## src/rtl/addsub_seq_ctrl_if.sv

```systemverilog
// Handshake/result bundle for addsub_seq_ctrl.
//   master: drives start, A, B, sub; observes busy, done, Sum, Cout, Ovfl, nib_idx
//   slave : the controller side of the same signals
interface addsub_seq_ctrl_if #(
  parameter int unsigned WIDTH = 16
);
  localparam int unsigned NIBS = WIDTH / 4;
  localparam int unsigned NIW  = (NIBS > 1) ? $clog2(NIBS) : 1;

  logic             start;
  logic [WIDTH-1:0] A;
  logic [WIDTH-1:0] B;
  logic             sub;
  logic             busy;
  logic             done;
  logic [WIDTH-1:0] Sum;
  logic             Cout;
  logic             Ovfl;
  logic [NIW-1:0]   nib_idx;

  modport master (
    output start, A, B, sub,
    input  busy, done, Sum, Cout, Ovfl, nib_idx
  );

  modport slave (
    input  start, A, B, sub,
    output busy, done, Sum, Cout, Ovfl, nib_idx
  );
endinterface

```

## src/rtl/addsub_seq_ctrl.sv

```systemverilog
// Nibble-serial WIDTH-bit add/subtract controller. One 4-bit slice is reused
// for WIDTH/4 cycles, LSB nibble first, with the carry held in a register.
//   clk   : rising-edge clock
//   rst_n : synchronous active-low reset
//   bus   : slave side of addsub_seq_ctrl_if (start/A/B/sub in,
//           busy/done/Sum/Cout/Ovfl/nib_idx out, all outputs registered)
module addsub_seq_ctrl #(
  parameter int unsigned WIDTH = 16
) (
  input logic               clk,
  input logic               rst_n,
  addsub_seq_ctrl_if.slave  bus
);
  localparam int unsigned NIBS = WIDTH / 4;
  localparam int unsigned NIW  = (NIBS > 1) ? $clog2(NIBS) : 1;

  typedef enum logic [1:0] {IDLE, RUN, DONE} state_t;

  state_t           state_q, state_d;
  logic [WIDTH-1:0] a_q, a_d, b_q, b_d, sum_q, sum_d;
  logic             sub_q, sub_d, carry_q, carry_d;
  logic             cout_q, cout_d, ovfl_q, ovfl_d;
  logic             busy_q, busy_d, done_q, done_d;
  logic [NIW-1:0]   idx_q, idx_d;

  logic [3:0]       a_nib, b_nib;
  logic [4:0]       nib_sum;
  logic             c_msb;
  logic             accept;

  // Shared 4-bit slice; B is inverted for subtract, the +1 comes from carry_q.
  always_comb begin
    a_nib = '0;
    b_nib = '0;
    for (int i = 0; i < int'(NIBS); i++) begin
      if (idx_q == NIW'(i)) begin
        a_nib = a_q[4*i +: 4];
        b_nib = b_q[4*i +: 4] ^ {4{sub_q}};
      end
    end
    nib_sum = 5'(a_nib) + 5'(b_nib) + 5'(carry_q);
    // Carry into the nibble's top bit, recovered from its sum bit.
    c_msb   = a_nib[3] ^ b_nib[3] ^ nib_sum[3];
  end

  // Next-state and next-output logic.
  always_comb begin
    state_d = state_q;
    a_d     = a_q;
    b_d     = b_q;
    sub_d   = sub_q;
    carry_d = carry_q;
    sum_d   = sum_q;
    cout_d  = cout_q;
    ovfl_d  = ovfl_q;
    idx_d   = idx_q;
    busy_d  = 1'b0;
    done_d  = 1'b0;
    accept  = 1'b0;

    case (state_q)
      IDLE: accept = bus.start;
      RUN: begin
        for (int i = 0; i < int'(NIBS); i++) begin
          if (idx_q == NIW'(i)) sum_d[4*i +: 4] = nib_sum[3:0];
        end
        carry_d = nib_sum[4];
        idx_d   = idx_q + NIW'(1);
        if (idx_q == NIW'(NIBS - 1)) begin
          cout_d  = nib_sum[4];
          ovfl_d  = c_msb ^ nib_sum[4];
          state_d = DONE;
          done_d  = 1'b1;
        end else begin
          busy_d  = 1'b1;
        end
      end
      DONE: accept = bus.start;
      default: state_d = IDLE;
    endcase

    // New operation accepted from IDLE or DONE; operands isolated from here on.
    if (accept) begin
      state_d = RUN;
      a_d     = bus.A;
      b_d     = bus.B;
      sub_d   = bus.sub;
      carry_d = bus.sub;
      idx_d   = '0;
      busy_d  = 1'b1;
    end
  end

  // State and output registers.
  always_ff @(posedge clk) begin
    if (!rst_n) begin
      state_q <= IDLE;
      a_q     <= '0;
      b_q     <= '0;
      sub_q   <= 1'b0;
      carry_q <= 1'b0;
      sum_q   <= '0;
      cout_q  <= 1'b0;
      ovfl_q  <= 1'b0;
      idx_q   <= '0;
      busy_q  <= 1'b0;
      done_q  <= 1'b0;
    end else begin
      state_q <= state_d;
      a_q     <= a_d;
      b_q     <= b_d;
      sub_q   <= sub_d;
      carry_q <= carry_d;
      sum_q   <= sum_d;
      cout_q  <= cout_d;
      ovfl_q  <= ovfl_d;
      idx_q   <= idx_d;
      busy_q  <= busy_d;
      done_q  <= done_d;
    end
  end

  assign bus.busy    = busy_q;
  assign bus.done    = done_q;
  assign bus.Sum     = sum_q;
  assign bus.Cout    = cout_q;
  assign bus.Ovfl    = ovfl_q;
  assign bus.nib_idx = idx_q;
endmodule

```

## src/flat_wrapper.sv

```systemverilog
// flat-port wrapper written by rule: the top's interface ports become plain ports
module addsub_seq_ctrl_flat 
#(
  parameter int unsigned WIDTH = 16
)
  (clk, rst_n, bus_start, bus_A, bus_B, bus_sub, bus_busy, bus_done, bus_Sum, bus_Cout, bus_Ovfl, bus_nib_idx);
  addsub_seq_ctrl_if #(.WIDTH(WIDTH)) bus_i ();
  input logic clk;
  input logic rst_n;
  input wire logic [$bits(bus_i.start)-1:0] bus_start;
  input wire logic [$bits(bus_i.A)-1:0] bus_A;
  input wire logic [$bits(bus_i.B)-1:0] bus_B;
  input wire logic [$bits(bus_i.sub)-1:0] bus_sub;
  output wire logic [$bits(bus_i.busy)-1:0] bus_busy;
  output wire logic [$bits(bus_i.done)-1:0] bus_done;
  output wire logic [$bits(bus_i.Sum)-1:0] bus_Sum;
  output wire logic [$bits(bus_i.Cout)-1:0] bus_Cout;
  output wire logic [$bits(bus_i.Ovfl)-1:0] bus_Ovfl;
  output wire logic [$bits(bus_i.nib_idx)-1:0] bus_nib_idx;
  assign bus_i.start = bus_start;
  assign bus_i.A = bus_A;
  assign bus_i.B = bus_B;
  assign bus_i.sub = bus_sub;
  assign bus_busy = bus_i.busy;
  assign bus_done = bus_i.done;
  assign bus_Sum = bus_i.Sum;
  assign bus_Cout = bus_i.Cout;
  assign bus_Ovfl = bus_i.Ovfl;
  assign bus_nib_idx = bus_i.nib_idx;
  addsub_seq_ctrl #(.WIDTH(WIDTH)) u_core (.clk(clk), .rst_n(rst_n), .bus(bus_i));
endmodule
```

## config.mk

```make
export PLATFORM = sky130hd
export DESIGN_NAME = addsub_seq_ctrl_flat
export DESIGN_NICKNAME = d
export VERILOG_FILES = /design/src/rtl/addsub_seq_ctrl_if.sv /design/src/rtl/addsub_seq_ctrl.sv /design/src/flat_wrapper.sv
export SDC_FILE = /design/constraint.sdc
export NUM_CORES = 1
export LEC_CHECK = 0
export BUFFER_PORTS_ARGS = -buffer_cell sky130_fd_sc_hd__buf_2
export CAP_MARGIN = 20
export CORE_MARGIN = 4
export CORE_UTILIZATION = 48
export CTS_BUF_LIST = sky130_fd_sc_hd__clkbuf_4 sky130_fd_sc_hd__clkbuf_8 sky130_fd_sc_hd__clkbuf_16
export DETAILED_ROUTE_END_ITERATION = 8
export GPL_ROUTABILITY_DRIVEN = 0
export PLACE_DENSITY = 0.84
export SKIP_LAST_GASP = 1
export SLEW_MARGIN = 20
export SYNTH_ARGS = -nofsm -noshare
export SYNTH_HDL_FRONTEND = slang
export SYNTH_SLANG_ARGS = --single-unit
```

## constraint.sdc

```tcl
create_clock -name clk -period 5.7 [get_ports clk]
set_clock_uncertainty 0.2 [all_clocks]
set_input_delay 0.855 -clock clk [delete_from_list [all_inputs] [get_ports clk]]
set_output_delay 0.855 -clock clk [all_outputs]
set_load 0.01 [all_outputs]
```

==> flow_metrics.tcl, run 1 <==
set metrics [dict create \
    status "complete, no violations" \
    highest_layer "met4" \
    root_buffer "clkbuf_8" \
    drive_gt1_share_pct 22.8 \
    diodes 0 \
    cts-buffers-inserted 9 \
    synth_cell_types 36 \
    cp-end-kind "register" \
    clock-sinks 58 \
    core_mm2 0.00554 \
    timing.setup.tns_ps 0 \
    cts_tree "yes" \
    rsz0062_at_grt "no" \
    cp.required_ps 5730 \
    r2r_end "u_core.carry_q$_SDFFE_PN0P_" \
    fin_area_mm2 0.00321 \
    finalMaxSlewViolations 0 \
    ys_seq_area_share_pct 42.2 \
    synth_compound_area_share_pct 24.0 \
    post-route-drc-count 0 \
    crit_arrival_ps 3460 \
    antenna_found_initial 0 \
    synth-simple-area-share_pct 20.4 \
    hold_ws_ps 265 \
    ys_seq_elements 58 \
    synth_top_area_share_pct 42.2 \
    num_vias 2321 \
    synth_area_leaders "dfxtp_1 42%, nand2_1 12%, a21boi_0 8.7%" \
    clk_latency_ps 340 \
    placementRows 27 \
    die_h_um 83.7 \
    cap_violations 0 \
    reg2reg_slack_ps 2270 \
    p_leak_nw 1.44 \
    fin_nets 408 \
    io_buffer_count 57 \
    dp_worst_setup_slack_ps 2280 \
    avgSynthCellArea_um2 8.66 \
    hold_depth 2 \
    vias_per_cell 5.28 \
    synth_warnings 0 \
    dpl_cell_area_mm2 0.00300 \
    irDropWorstVdd_mv 0.143 \
    fin_ws_ps 2270 \
    drtIter0Drc 120 \
    start_util_pct 49.7 \
    synth_top_family_by_area "compound AO/OA/AOI/OAI gates" \
    period_needed_ps 3430 \
    period_share_pct 60.3 \
    crit_type "register to register" \
    rr_worst_depth 12 \
    syn_nets 363 \
    hold_violations 0 \
    worst_setup_path_start_kind "register" \
    startpoint "u_core.bus.nib_idx[0]$_SDFFE_PP0P_" \
    slowest_delay_ps 500 \
    synthCells 318 \
    die_area_mm2 0.00701 \
    wl_mm 5.74 \
    whs_endpoint "u_core.bus.Sum[11]$_SDFFE_PN0P_" \
    wl_met1_mm 2.61 \
    ios 58 \
    synthAdderAreaFrac_pct 4.63 \
    track_usage_pct 17.8 \
    gr-total-overflow 0 \
    routed-wl-met2_mm 2.66 \
    path_cells "ha_1, nor2b_1, a221o_1, and3_1, a21oi_2, fa_1, inv_1, fa_1, a21o_1, a21oi_1, a21oi_1, o21a_1" \
    worst_pin_slew_ps 867 \
    cts_resized 0 \
    setup_viol 0 \
    post_cts_buffers 0 \
    critical_path_buf_inv_count 1 \
    met3_length_um 301 \
    hold_start "u_core.bus.Sum[11]$_SDFFE_PN0P_" \
    grt_pass1_vias 2292 \
    slew_headroom_pct 42.2 \
    critPathTopFamily "compound AO/OA/AOI/OAI gates" \
    synth-xor-area-share_pct 1.27 \
    synth_area_mm2 0.00275 \
    power.density_mw_per_mm2 302 \
    worst-path-max-fanout 16 \
    grt_max_degree 61 \
    drtAntennaViolNets 0 \
    cp_slowest_cell "ha_1" \
    muxShareOfSynthArea_pct 1.45 \
    clockBufferDepth 2 \
    grt_pass1_wl_mm 10.1 \
    cts_hold_buffers 0 \
    rr_startpoint "u_core.bus.nib_idx[0]$_SDFFE_PP0P_" \
    clkSlewWorstSetupHoldPaths_ps 60 \
    wire_per_inst_um 13.0 \
    ctsHtreeMaxLevel 3 \
    dp_hpwl_mm 4.17 \
    synthToLayoutAreaGrowth_pct 16.4 \
    yosys.area.top_type "dfxtp_1" \
    min_path_type "register to register" \
    drtPass1Iterations 4 \
    die_x_um 83.7 \
    max_freq_ghz 0.291 \
]
-- synth_stat cells --
| cell | number |
|---|---|
| nand2_1 | 90 |
| dfxtp_1 | 58 |
| a21boi_0 | 32 |
| a21oi_1 | 14 |
| buf_2 | 11 |
| nor2b_1 | 10 |
| o211a_1 | 9 |
| clkbuf_1 | 8 |
| ha_1 | 7 |
| inv_1 | 7 |
| o21ai_0 | 6 |
| a221o_1 | 5 |
| buf_6 | 5 |
| o221ai_1 | 5 |
| a221oi_1 | 4 |
| and2_4 | 4 |
| mux2i_1 | 4 |
| nand3b_1 | 4 |
| nor2_1 | 4 |
| o22ai_1 | 4 |
| nand3_1 | 3 |
| o21a_1 | 3 |
| o221a_2 | 3 |
| xnor2_1 | 3 |
| and2_1 | 2 |
| fa_1 | 2 |
| nand2b_1 | 2 |
| a21o_1 | 1 |
| a21oi_2 | 1 |
| and2b_1 | 1 |
| and3_1 | 1 |
| nor2b_4 | 1 |
| nor3_1 | 1 |
| nor3b_1 | 1 |
| o21ai_1 | 1 |
| xor2_1 | 1 |
-- per-stage QoR --
step,utilization [%],cells,power [mW]
global route,57.9,440,1.02
CTS,57.8,440,0.977
global placement,54.1,424,0.580
finish,57.9,440,0.968
floorplan,-,318,0.548
detailed placement,54.1,424,0.586
-- tightest hold or removal path, delay by kind of cell (launching register included) --
kind / cells / cell delay (ps)
AO/OA/AOI/OAI: 1 / 60
AND/OR/NAND/NOR: 1 / 50
flip-flops: 1 / 310
-- kinds of logic after synthesis --
kind of cell	after synthesis
compound gates	88
xor+xnor	4
fa+ha+maj	9
buf+inv	31
flops	58
mux	4
simple gates	124
-- registers in the layout, summed over array words and instances (netlist names) --
signal,count
u_core.bus.Sum,16
u_core.bus.Ovfl,1
u_core.bus.Cout,1
u_core.bus.busy,1
u_core.carry_q,1
u_core.a_q,16
u_core.bus.nib_idx,2
u_core.bus.done,1
u_core.b_q,16
u_core.state_q,2
u_core.sub_q,1
-- per-layer routing --
| layer | vias to the layer above | track usage (%) |
|---|---|---|
| li1 | 1177 | - |
| met5 | - | 0 |
| met4 | 0 | 8.48 |
| met3 | 17 | 6.32 |
| met2 | 63 | 29.0 |
| met1 | 1064 | 20.8 |
-- cell usage in the layout (no fill, tap or decap), drive strengths merged --
master,count
nand3,3
o211a,9
o21a,3
xnor2,3
o221ai,5
dfxtp,58
bufinv,1
fa,2
a21boi,32
clkbuf,14
a221o,5
o221a,3
nand2,90
nand2b,2
buf,58
inv,7
a21oi,15
nor3,1
o21ai,7
clkinv,1
mux2i,4
and3,1
nor2,4
o22ai,4
and2,6
nand3b,4
nor3b,1
nor2b,11
and2b,1
a221oi,4
ha,7
xor2,1
a21o,1
-- report_power, final --
| group | switching, mW | internal [mW] | leakage [nW] |
|---|---|---|---|
| registers | 0.0157 | 0.427 | 0.474 |
| clock network | 0.152 | 0.240 | 0.111 |
| logic | 0.0749 | 0.0590 | 0.859 |
-- how the worst max path moves through the flow --
stage / to / cells after the start
2_1_floorplan: u_core.carry_q$_SDFFE_PN0P_ / 13
3_3_place_gp: u_core.carry_q$_SDFFE_PN0P_ / 12
3_5_place_dp: u_core.carry_q$_SDFFE_PN0P_ / 12
4_1_cts: u_core.carry_q$_SDFFE_PN0P_ / 12
5_1_grt: u_core.carry_q$_SDFFE_PN0P_ / 13
6_report: u_core.carry_q$_SDFFE_PN0P_ / 12
-- final cells by class --
class                   count  area, µm²
repair buffers             58        293
well taps                  72       90.1
flip-flops and latches     58       1160
fillers                   511       2330
clock inverters             2       35.0
clock buffers              14        174
inverters                   7       26.3
multi-input cells         229       1430
No activity file was read; power rests on OpenSTA's default activity.
==> run 2, diff against run 1 <==
Settings changed: ABC_AREA from default to 1, PLACE_DENSITY 0.84 to 0.83.
Clock period 5.7 ns to 3.41 ns, I/O delays scaled along.
==> run 2 against run 1 <==
  * Sequential share of layout area is 0.057 points lower
  * Worst setup slack worse by 1800 ps
  * Critical path depth stayed put
  * Critical path type unchanged
  * Combinational power is 130% higher
  * Synthesized cell count is 20% higher
==> flow_metrics.tcl, run 2 <==
set metrics [dict create \
    worst_setup_path_start_kind "register" \
    fin_area_mm2 0.00321 \
    fin_nets 477 \
    nFillCells 547 \
    p_leak_nw 1.57 \
    clockBufferDepth 2 \
    start_util_pct 50.0 \
    synth_warnings 0 \
    finalMaxSlewViolations 0 \
    yosysMostFrequentCell "nor2_1" \
    drtPass1Iterations 4 \
    core_mm2 0.00554 \
    synthCells 381 \
    timing.setup.tns_ps 0 \
    num_vias 2551 \
    synth-async-reset-ratio_pct 0 \
    crit_arrival_ps 2990 \
    fin_cells 509 \
    min_path_type "input port to register" \
    hold_violations 0 \
    cts_tree "yes" \
    dpl_cell_area_mm2 0.00303 \
    ios 58 \
    track_usage_pct 18.0 \
    drive_gt1_share_pct 19.7 \
    worst-path-max-fanout 13 \
    die_x_um 84.0 \
    cp_common_cell "inv_1" \
    grt_pass1_wl_mm 10.3 \
    period_needed_ps 2910 \
    diodes 0 \
    clk_latency_ps 340 \
    synthToLayoutAreaGrowth_pct 15.9 \
    grt_max_degree 53 \
    cp-end-kind "register" \
    path_cells "inv_1, ha_1, inv_1, o21ai_0, nand2_1, o21ai_0, fa_1, inv_1, fa_1, xor2_1, nor2_1, nor2_1" \
    antenna_found_initial 0 \
    ctsHtreeMaxLevel 3 \
    root_buffer "clkbuf_8" \
    avgSynthCellArea_um2 7.27 \
    rsz0062_at_grt "no" \
    synth_common_cells "73 x nor2_1, 68 x nand2_1, 58 x dfxtp_1" \
    ys_seq_elements 58 \
    slowest_delay_ps 410 \
    yosys.area.top_type "dfxtp_1" \
    status "complete, no violations" \
    slew_headroom_pct 53.4 \
    synth_area_leaders "dfxtp_1 42%, nor2_1 9.9%, nand2_1 9.2%" \
    syn_nets 426 \
    synth_edf_count 0 \
    cp_slowest_cell "dfxtp_1" \
    grt_pass1_vias 2384 \
    placementRows 27 \
    cts_hold_buffers 0 \
    wl_mm 6.08 \
    crit_type "register to register" \
    final_common_cell "nor2_1" \
    critical_path_buf_inv_count 3 \
    vias_per_cell 5.01 \
    drtAntennaViolNets 0 \
    max_freq_ghz 0.344 \
    clock-sinks 58 \
    cp.required_ps 3490 \
    synth_cell_types 27 \
    gr-total-overflow 0 \
    final_cell_mix "73 x nor2_1, 68 x nand2_1, 58 x dfxtp_1, 57 x buf_2, 48 x o21ai_0" \
    post_cts_buffers 0 \
    die_area_mm2 0.00705 \
    cts_resized 0 \
    power.density_mw_per_mm2 505 \
    period_share_pct 85.2 \
    critPathTopFamily "adder cells" \
    irDropWorstVdd_mv 0.270 \
    drtIter0Drc 135 \
    die_h_um 84.0 \
    placed_cells 493 \
    io_buffer_count 57 \
    clkSlewWorstSetupHoldPaths_ps 70 \
    synth_top_area_share_pct 41.9 \
    synthFlopType "dfxtp_1" \
    synth_area_mm2 0.00277 \
    cap_violations 0 \
    dp_hpwl_mm 4.41 \
    hold_ws_ps 217 \
    worst_pin_slew_ps 699 \
    wire_per_inst_um 11.9 \
    cts-buffers-inserted 9 \
    setup_viol 0 \
    post-route-drc-count 0 \
    ys_seq_area_share_pct 41.9 \
]
==> run 2: kinds of logic (layout without fill, tap and decap cells) <==
| kind of cell | after synthesis | after routing | share of synthesized area, % |
|---|---|---|---|
| buffers and inverters | 55 | 111 | 9.62 |
| DFF | 58 | 58 | 41.9 |
| AOI/OAI and AO/OA | 83 | 83 | 16.0 |
| xor gates and xnor gates | 6 | 6 | 1.90 |
| and+or+nand+nor | 170 | 170 | 26.0 |
| adders and majority gates | 9 | 9 | 4.61 |
==> run 2: through the flow <==
stage	utilization, %	setup WS, ps	total power [mW]
floorplan	-	755	0.991
global placement	54.7	631	1.06
detailed placement	54.7	516	1.07
CTS	57.9	500	1.63
global route	57.9	199	1.72
finish	57.9	505	1.62
==> run 2: final timing paths <==
check / to / slack, ps / cells past startpoint / start
setup / recovery: u_core.bus.Sum[6]$_SDFFE_PN0P_ / 500 / 12 / u_core.bus.nib_idx[0]$_SDFFE_PP0P_
hold / removal: u_core.a_q[14]$_SDFFE_PN0P_ / 220 / 3 / bus_A[14]
setup reg to reg: u_core.bus.Sum[6]$_SDFFE_PN0P_ / 500 / 12 / u_core.bus.nib_idx[0]$_SDFFE_PP0P_
hold reg to reg: u_core.state_q[1]$_SDFFE_PP0P_ / 270 / 2 / u_core.state_q[1]$_SDFFE_PP0P_
==> run 2: cell type report <==
type                            count  area (µm²)  share of cell area [%]
Multi-Input combinational cell    268        1340                    41.8
Timing Repair Buffer               58         293                    9.12
Sequential cell                    58        1160                    36.2
Clock inverter                      6        42.5                    1.33
Clock buffer                       10         138                    4.29
Inverter                           37         144                    4.48
Tap cell                           72        90.1                    2.81
==> run 2: worst min-delay path, stage by stage <==
cell	delay [ps]
buf_2	70
o21ai_0	70
nor2_1	70
==> run 2: layer usage <==
metal	vias up	track usage (%)	part of all wire [%]	wire, µm
li1	1318	-	-	-
met4	0	11.3	3.4	206
met2	75	28.0	44	2690
met3	21	4.64	5.1	308
met1	1137	22.1	47	2870
met5	-	0	0	0
==> run 2: power breakdown <==
part | total (mW) | leakage, nW | switching [mW] | internal [mW]
Sequential | 0.751 | 0.477 | 0.0273 | 0.724
Combinational | 0.305 | 1.01 | 0.193 | 0.112
Clock | 0.565 | 0.0882 | 0.283 | 0.282
